File: config.mk
export PLATFORM = sky130hd
export DESIGN_NAME = count_seq_monitor_flat
export DESIGN_NICKNAME = d
export VERILOG_FILES = /design/src/rtl/count_seq_monitor_if.sv /design/src/rtl/count_seq_monitor.sv /design/src/flat_wrapper.sv
export SDC_FILE = /design/constraint.sdc
export NUM_CORES = 1
export LEC_CHECK = 0
export BUFFER_PORTS_ARGS = -buffer_cell sky130_fd_sc_hd__buf_2
export CAP_MARGIN = 10
export CORE_ASPECT_RATIO = 0.9
export CORE_MARGIN = 1
export CORE_UTILIZATION = 30
export CTS_CLUSTER_DIAMETER = 80
export DETAILED_ROUTE_END_ITERATION = 8
export GPL_ROUTABILITY_DRIVEN = 0
export MAX_ROUTING_LAYER = met4
export PLACE_DENSITY_LB_ADDON = 0.08
export SKIP_LAST_GASP = 1
export SYNTH_ARGS = -nofsm -noshare
export SYNTH_HDL_FRONTEND = slang
export SYNTH_SLANG_ARGS = --single-unit
File: constraint.sdc
create_clock -name clk -period 5.45 [get_ports clk]
set_clock_uncertainty 0.1 [all_clocks]
set_input_delay 0 -clock clk [delete_from_list [all_inputs] [get_ports clk]]
set_output_delay 0 -clock clk [all_outputs]
set_load 0.02 [all_outputs]
File: src/rtl/count_seq_monitor_if.sv
// Bus between an upstream counter source and the sequence monitor.
// The source side drives the sampled count and controls; the monitor returns status.
interface count_seq_monitor_if #(
  parameter int WIDTH  = 4,
  parameter int WRAP_W = 8,
  parameter int ERR_W  = 8
);
  logic [WIDTH-1:0]  count_in;
  logic              sample;
  logic              clr;
  logic              locked;
  logic              wrap;
  logic [WRAP_W-1:0] wrap_cnt;
  logic              err;
  logic [ERR_W-1:0]  err_cnt;

  modport master (
    output count_in, sample, clr,
    input  locked, wrap, wrap_cnt, err, err_cnt
  );

  modport slave (
    input  count_in, sample, clr,
    output locked, wrap, wrap_cnt, err, err_cnt
  );
endinterface

File: src/rtl/count_seq_monitor.sv
// Checks that each qualified sample of a free-running counter is the previous value
// plus one; locks after LOCK_LEN good increments, counts wraps and in-lock breaks.
module count_seq_monitor #(
  parameter int WIDTH    = 4,
  parameter int LOCK_LEN = 4,
  parameter int WRAP_W   = 8,
  parameter int ERR_W    = 8
) (
  input  logic                  clk,
  input  logic                  rst,
  count_seq_monitor_if.slave    bus
);
  localparam int RUN_W = $clog2(LOCK_LEN + 1);
  localparam logic [RUN_W-1:0] LOCK_LEN_C = RUN_W'(LOCK_LEN);

  typedef enum logic [1:0] {IDLE, ACQUIRE, LOCKED} state_t;

  state_t            state_q;
  logic [WIDTH-1:0]  prev_q;
  logic [RUN_W-1:0]  run_q;
  logic              locked_q;
  logic              wrap_q;
  logic [WRAP_W-1:0] wrap_cnt_q;
  logic              err_q;
  logic [ERR_W-1:0]  err_cnt_q;

  logic [WIDTH-1:0]  prev_inc_d;
  logic [RUN_W-1:0]  run_inc_d;
  logic              match_d;
  logic              wrap_d;
  logic              brk_d;

  always_comb begin
    prev_inc_d = prev_q + 1'b1;
    run_inc_d  = run_q + 1'b1;
    match_d    = (bus.count_in == prev_inc_d);
    // A wrap is only credited once a previous value has been captured.
    wrap_d     = bus.sample && (state_q != IDLE) && (prev_q == '1) && (bus.count_in == '0);
    brk_d      = bus.sample && (state_q == LOCKED) && !match_d;
  end

  always_ff @(posedge clk or posedge rst) begin
    if (rst) begin
      state_q    <= IDLE;
      prev_q     <= '0;
      run_q      <= '0;
      locked_q   <= 1'b0;
      wrap_q     <= 1'b0;
      wrap_cnt_q <= '0;
      err_q      <= 1'b0;
      err_cnt_q  <= '0;
    end else begin
      wrap_q <= wrap_d;
      if (bus.sample) begin
        prev_q <= bus.count_in;
        unique case (state_q)
          IDLE: begin
            run_q    <= '0;
            state_q  <= ACQUIRE;
            locked_q <= 1'b0;
          end
          ACQUIRE: begin
            if (!match_d) begin
              run_q <= '0;
            end else if (run_inc_d == LOCK_LEN_C) begin
              run_q    <= '0;
              state_q  <= LOCKED;
              locked_q <= 1'b1;
            end else begin
              run_q <= run_inc_d;
            end
          end
          LOCKED: begin
            if (!match_d) begin
              run_q    <= '0;
              state_q  <= ACQUIRE;
              locked_q <= 1'b0;
            end
          end
          default: begin
            run_q    <= '0;
            state_q  <= IDLE;
            locked_q <= 1'b0;
          end
        endcase
      end

      // clr wins over any counter update landing on the same edge.
      if (bus.clr) begin
        wrap_cnt_q <= '0;
        err_q      <= 1'b0;
        err_cnt_q  <= '0;
      end else begin
        if (wrap_d) wrap_cnt_q <= wrap_cnt_q + 1'b1;
        if (brk_d) begin
          err_q <= 1'b1;
          if (err_cnt_q != '1) err_cnt_q <= err_cnt_q + 1'b1;
        end
      end
    end
  end

  assign bus.locked   = locked_q;
  assign bus.wrap     = wrap_q;
  assign bus.wrap_cnt = wrap_cnt_q;
  assign bus.err      = err_q;
  assign bus.err_cnt  = err_cnt_q;
endmodule
File: src/flat_wrapper.sv
// flat-port wrapper written by rule: the top's interface ports become plain ports
module count_seq_monitor_flat 
#(
  parameter int WIDTH    = 4,
  parameter int LOCK_LEN = 4,
  parameter int WRAP_W   = 8,
  parameter int ERR_W    = 8
)
  (clk, rst, bus_count_in, bus_sample, bus_clr, bus_locked, bus_wrap, bus_wrap_cnt, bus_err, bus_err_cnt);
  count_seq_monitor_if #(.WIDTH(WIDTH), .WRAP_W(WRAP_W), .ERR_W(ERR_W)) bus_i ();
  input  logic clk;
  input  logic rst;
  input wire logic [$bits(bus_i.count_in)-1:0] bus_count_in;
  input wire logic [$bits(bus_i.sample)-1:0] bus_sample;
  input wire logic [$bits(bus_i.clr)-1:0] bus_clr;
  output wire logic [$bits(bus_i.locked)-1:0] bus_locked;
  output wire logic [$bits(bus_i.wrap)-1:0] bus_wrap;
  output wire logic [$bits(bus_i.wrap_cnt)-1:0] bus_wrap_cnt;
  output wire logic [$bits(bus_i.err)-1:0] bus_err;
  output wire logic [$bits(bus_i.err_cnt)-1:0] bus_err_cnt;
  assign bus_i.count_in = bus_count_in;
  assign bus_i.sample = bus_sample;
  assign bus_i.clr = bus_clr;
  assign bus_locked = bus_i.locked;
  assign bus_wrap = bus_i.wrap;
  assign bus_wrap_cnt = bus_i.wrap_cnt;
  assign bus_err = bus_i.err;
  assign bus_err_cnt = bus_i.err_cnt;
  count_seq_monitor #(.WIDTH(WIDTH), .LOCK_LEN(LOCK_LEN), .WRAP_W(WRAP_W), .ERR_W(ERR_W)) u_core (.clk(clk), .rst(rst), .bus(bus_i));
endmodule
# After elaboration in Yosys (flattened, before gate mapping)
# Cells that the tools add are included.
# op_classes
n_addsub	4
eq_ne	9
muxes	19
n_reduce_logical	15
# op_table
operator	n
$mux 8	5
$add 8x1->8 const B	2
$mux 3	3
$ne 8x8->1 const B	1
$reduce_bool 2->1	4
$mux 2	3
$pmux 2 s3	1
$pmux 3 s2	1
$logic_and 1x1->1	5
$mux 1	5
$add 4x1->4 const B	1
$eq 4x4->1	1
$eq 4x4->1 const B	1
$logic_not 4->1	1
$ne 2x1->1 const B	2
$reduce_and 2->1	2
$reduce_and 4->1	1
$add 3x1->3 const B	1
$eq 3x3->1 const B	1
$eq 2x1->1 const B	1
$eq 2x2->1 const B	1
$logic_not 2->1	1
$ne 2x2->1 const B	1
$pmux 1 s2	1
$logic_not 1->1	1
# totals
reg_bits	28
in_bits	8
output_inout_bits	19
wordCells	55

# Logic depth before layout (Yosys ltp)
# logic_depth
ltp_word	6
mapped_depth	7
ltp_nobuf	6

# Worst setup path before layout
# Ideal clock, no wire load.
# synth_path
path_kind	reg-to-reg
from	register u_core.prev_q[0]
to	register u_core.err_cnt_q[2], in the netlist u_core.bus.err_cnt[2]
setup_time_ps	125
arrival_time_ps	1725
required_ps	5225
path_slack_ps	3500
path_stages_with_launch	8
n_path_buf	1
synth_period_minus_slack_ps	1950
path_cell_list	dfrtp_1 > ha_1 > xnor2_1 > nand2_1 > o31ai_2 > buf_6 > nor3b_2 > mux2_4
# synth_between
elab_chain_cells	6
# synth_rtl
element	line	source
start, declared	count_seq_monitor.sv:19	logic [WIDTH-1:0] prev_q;
start signal, assigned	count_seq_monitor.sv:55	prev_q <= bus.count_in;
$add 4x1->4	count_seq_monitor.sv:34	prev_inc_d = prev_q + 1'b1;
$eq 4x4->1	count_seq_monitor.sv:36	match_d = (bus.count_in == prev_inc_d);
$logic_not 1->1	count_seq_monitor.sv:39	brk_d = bus.sample && (state_q == LOCKED) && !match_d;
$logic_and 1x1->1	count_seq_monitor.sv:39	
$reduce_bool 2->1 (no line)	n/a	
$reduce_and 2->1 (no line)	n/a	
end signal, assigned	count_seq_monitor.sv:97	if (err_cnt_q != '1) err_cnt_q <= err_cnt_q + 1'b1;
end, declared	count_seq_monitor.sv:25	logic [ERR_W-1:0] err_cnt_q;
# Every way passes these cells.
# A chain may end at the register's enable or synchronous reset.

# Final worst setup path
# Same ends and word-level chain as after synthesis.

==> impl_metrics.env <==
export IMPL_startpoint_type="flip-flop"
export IMPL_final_layout_size_suffix_gt1_share_pct=24.3
export IMPL_grt_overflow=0
export IMPL_nNetsFinal=187
export IMPL_synth_adder_area_share_pct=4.23
export IMPL_irDropWorstVdd_v=0.000152
export IMPL_clockBufferDepth=2
export IMPL_design_area_um2=1760
export IMPL_synth_area_um2=1480
export IMPL_final_common_cell="dfrtp_1"
export IMPL_wl_per_cell_um=13.4
export IMPL_setup_worst_path_end_class="flip-flop"
export IMPL_comb_power_share_pct=10.9
export IMPL_synth_compound_area_share_pct=10.8
export IMPL_row_count=23
export IMPL_setup_viol=0
export IMPL_synthCells=142
export IMPL_cp_max_fo=12
export IMPL_synth_top_family_by_area="simple AND/OR/NAND/NOR gates"
export IMPL_ys_ff_latch=27
export IMPL_antenna_found_initial=0
export IMPL_wl_um=3150
export IMPL_cts_root_buffer="clkbuf_8"
export IMPL_hpwl_um=2280
export IMPL_via_per_inst=4.94
export IMPL_layout_common_cells="dfrtp_1 (27), buf_2 (26), nor2_1 (14)"
export IMPL_track_usage_pct=13.9
export IMPL_ys_seq_area_share_pct=45.7
export IMPL_power_share_clock_pct=32.0
export IMPL_finalCritPeriodShare_pct=43.5
export IMPL_grt_pass1_wl_um=5600
export IMPL_drc=0
export IMPL_grt_pass1_vias=1148
export IMPL_dr_pass1_iters=3
export IMPL_clkLatencyLatePin_ns=0.27
export IMPL_switching_share_pct=25.1
export IMPL_avgSynthCellArea_um2=10.4
export IMPL_area_growth_pct=19.0
export IMPL_fmax_mhz=422
export IMPL_initial_core_util_pct=32.1
export IMPL_finalHoldViolCount=2
export IMPL_required_ns=5.52
export IMPL_intPower_uw=273
export IMPL_fill_cells=482
export IMPL_arrival_ns=2.44
export IMPL_worst_slew_pin_slew_ns=1.08
export IMPL_violations="negative hold slack"
export IMPL_tns_ns=0
export IMPL_grt_max_degree=28
export IMPL_switching_power_uw=91.4
export IMPL_post_route_min_period_ns=2.37
export IMPL_cap_violations=0
export IMPL_synth_simple_area_share_pct=22.8
export IMPL_fp_dieArea_um2=5220
export IMPL_die_y_um=68.6
export IMPL_status="finished, violations left"
export IMPL_ys_types=45
export IMPL_crit_type="reg -> reg"
export IMPL_cts_num_sinks=27
export IMPL_postPlaceCellArea_um2=1660
export IMPL_yosys_warnings=0
export IMPL_via_count=1162
export IMPL_rsz0062_at_grt="no"
export IMPL_clk_pin_slew_worst_paths_ns=0.10
export IMPL_drtIter0Drc=51
export IMPL_htreeDepth=1
export IMPL_fin_hold_ws_ns=-0.00168
export IMPL_drv_slew=0
export IMPL_power_density_nw_per_um2=207
export IMPL_p_seq_share_pct=57.1
export IMPL_synth_xor_area_share_pct=8.29
export IMPL_cts_resized=0
export IMPL_ant_nets=0
export IMPL_cts_tree="done"
export IMPL_io_pins=27
export IMPL_yosys_mux_area_fraction_pct=5.41
export IMPL_num_antenna_cells=0
export IMPL_die_w_um=76.0
export IMPL_syn_nets=155
export IMPL_max_slew_margin_rel_pct=28.0
export IMPL_leakagePower_uw=0.000782
export IMPL_io_buffers=26
export IMPL_numCtsBuffers=3
export IMPL_core_area_um2=4600
export IMPL_hp_class="in -> reg"
==> final cells by class <==
| type | count | area, um^2 | share of cell area, % |
|---|---|---|---|
| clock buffers | 4 | 45.0 | 2.56 |
| inverters | 5 | 18.8 | 1.07 |
| multi-input cells | 106 | 762 | 43.3 |
| flip-flops and latches | 27 | 676 | 38.4 |
| well taps | 62 | 77.6 | 4.41 |
| repair buffers | 31 | 180 | 10.2 |
==> layer usage <==
layer	vias up	GRT usage (%)	part of all wire (%)	routed length, um
met5	-	-	0	0
met4	0	3.37	0.44	14
met3	2	3.03	3.7	118
met2	18	22.4	45	1410
met1	565	18.0	51	1610
li1	577	-	-	-
==> kinds of logic (layout without fill, tap and decap cells) <==
family	count (synthesis)	after routing
AOI/OAI and AO/OA	22	22
xor gates and xnor gates	14	14
adders and majority gates	5	5
buffers and inverters	9	40
DFF	27	27
muxes	7	7
and+or+nand+nor	58	58
==> flip-flops by register name, indices dropped and copies added (netlist names) <==
register / flops
u_core.state_q: 2
u_core.bus.wrap_cnt: 8
u_core.bus.err: 1
u_core.bus.err_cnt: 8
u_core.bus.wrap: 1
u_core.run_q: 3
u_core.prev_q: 4
==> synth_stat cells, drive strengths merged <==
cell    instances  area, um^2
o21ai           3        18.8
a41oi           1        8.76
o22ai           1        6.26
nand3b          1        7.51
buf             2        15.0
mux2            5        60.1
o311ai          1        8.76
inv             5        18.8
nor4b           1        8.76
xor2            8        70.1
a211oi          1        7.51
nor3b           1        12.5
dfrtp          27         676
ha              5        62.6
mux2i           2        20.0
nand2           8        30.0
nand4           4        25.0
or3             2        13.8
xnor2           6        52.6
nand2b          1        6.26
nor2b           2        12.5
and3            3        18.8
o41ai           1        8.76
or4b            1        13.8
or2b            1        8.76
a21oi           6        30.0
nor3            4        31.3
o221ai          1        8.76
clkbuf          2        7.51
o31ai           4        35.0
and2            2        12.5
nand3           8        40.0
a32o            2        20.0
nand4b          1        8.76
nor4            2        18.8
o21bai          1        7.51
nor2           14        52.6
or4             2        15.0
==> per-stage QoR <==
step / utilization, % / power (uW) / setup WS, ns / cells
2_1_floorplan: - / 240 / 3.50 / 142
3_3_place_gp: 36.1 / 249 / 3.14 / 226
3_5_place_dp: 36.1 / 250 / 3.10 / 226
4_1_cts: 38.2 / 372 / 3.08 / 235
5_1_grt: 38.2 / 382 / 2.92 / 235
6_report: 38.2 / 365 / 3.08 / 235
==> worst paths after layout <==
path | start | end | slack (ns) | cells past startpoint
max | u_core.prev_q[0]$_DFFE_PP0P_ | u_core.bus.err_cnt[2]$_DFFE_PP0P_ | 3.08 | 6
max reg2reg | u_core.prev_q[0]$_DFFE_PP0P_ | u_core.bus.err_cnt[2]$_DFFE_PP0P_ | 3.08 | 6
max in group asynchronous | rst | u_core.run_q[0]$_DFFE_PP0P_ | 4.16 | 3
min | bus_clr | u_core.bus.wrap_cnt[7]$_DFFE_PP0P_ | -0.002 | 2
min in group asynchronous | rst | u_core.bus.wrap_cnt[5]$_DFFE_PP0P_ | 0.43 | 3
min reg2reg | u_core.bus.err_cnt[4]$_DFFE_PP0P_ | u_core.bus.err_cnt[4]$_DFFE_PP0P_ | 0.42 | 1
==> repair_timing <==
item / in CTS / in global routing
hold buffers: 5 / 0
hold endpoints to repair: 32 / 0
buffers inserted: 0 / 0
==> worst max-delay path, stage by stage, from the launching register on <==
cell and delay (ns):
dfrtp_1 0.42, ha_1 0.31, xnor2_1 0.15, nand2_1 0.11, o31ai_2 0.74, nor3b_2 0.11
mux2_4 0.32
==> power groups by stage <==
| stage | Clock, uW | Combinational [uW] | Sequential [uW] |
|---|---|---|---|
| 2_1_floorplan | 0 | 28.3 | 211 |
| 3_3_place_gp | 0 | 37.3 | 212 |
| 3_5_place_dp | 0 | 37.7 | 212 |
| 4_1_cts | 123 | 40.5 | 208 |
| 5_1_grt | 128 | 44.9 | 209 |
| 6_report | 117 | 39.7 | 208 |
Power figures use the tool's default switching activity.
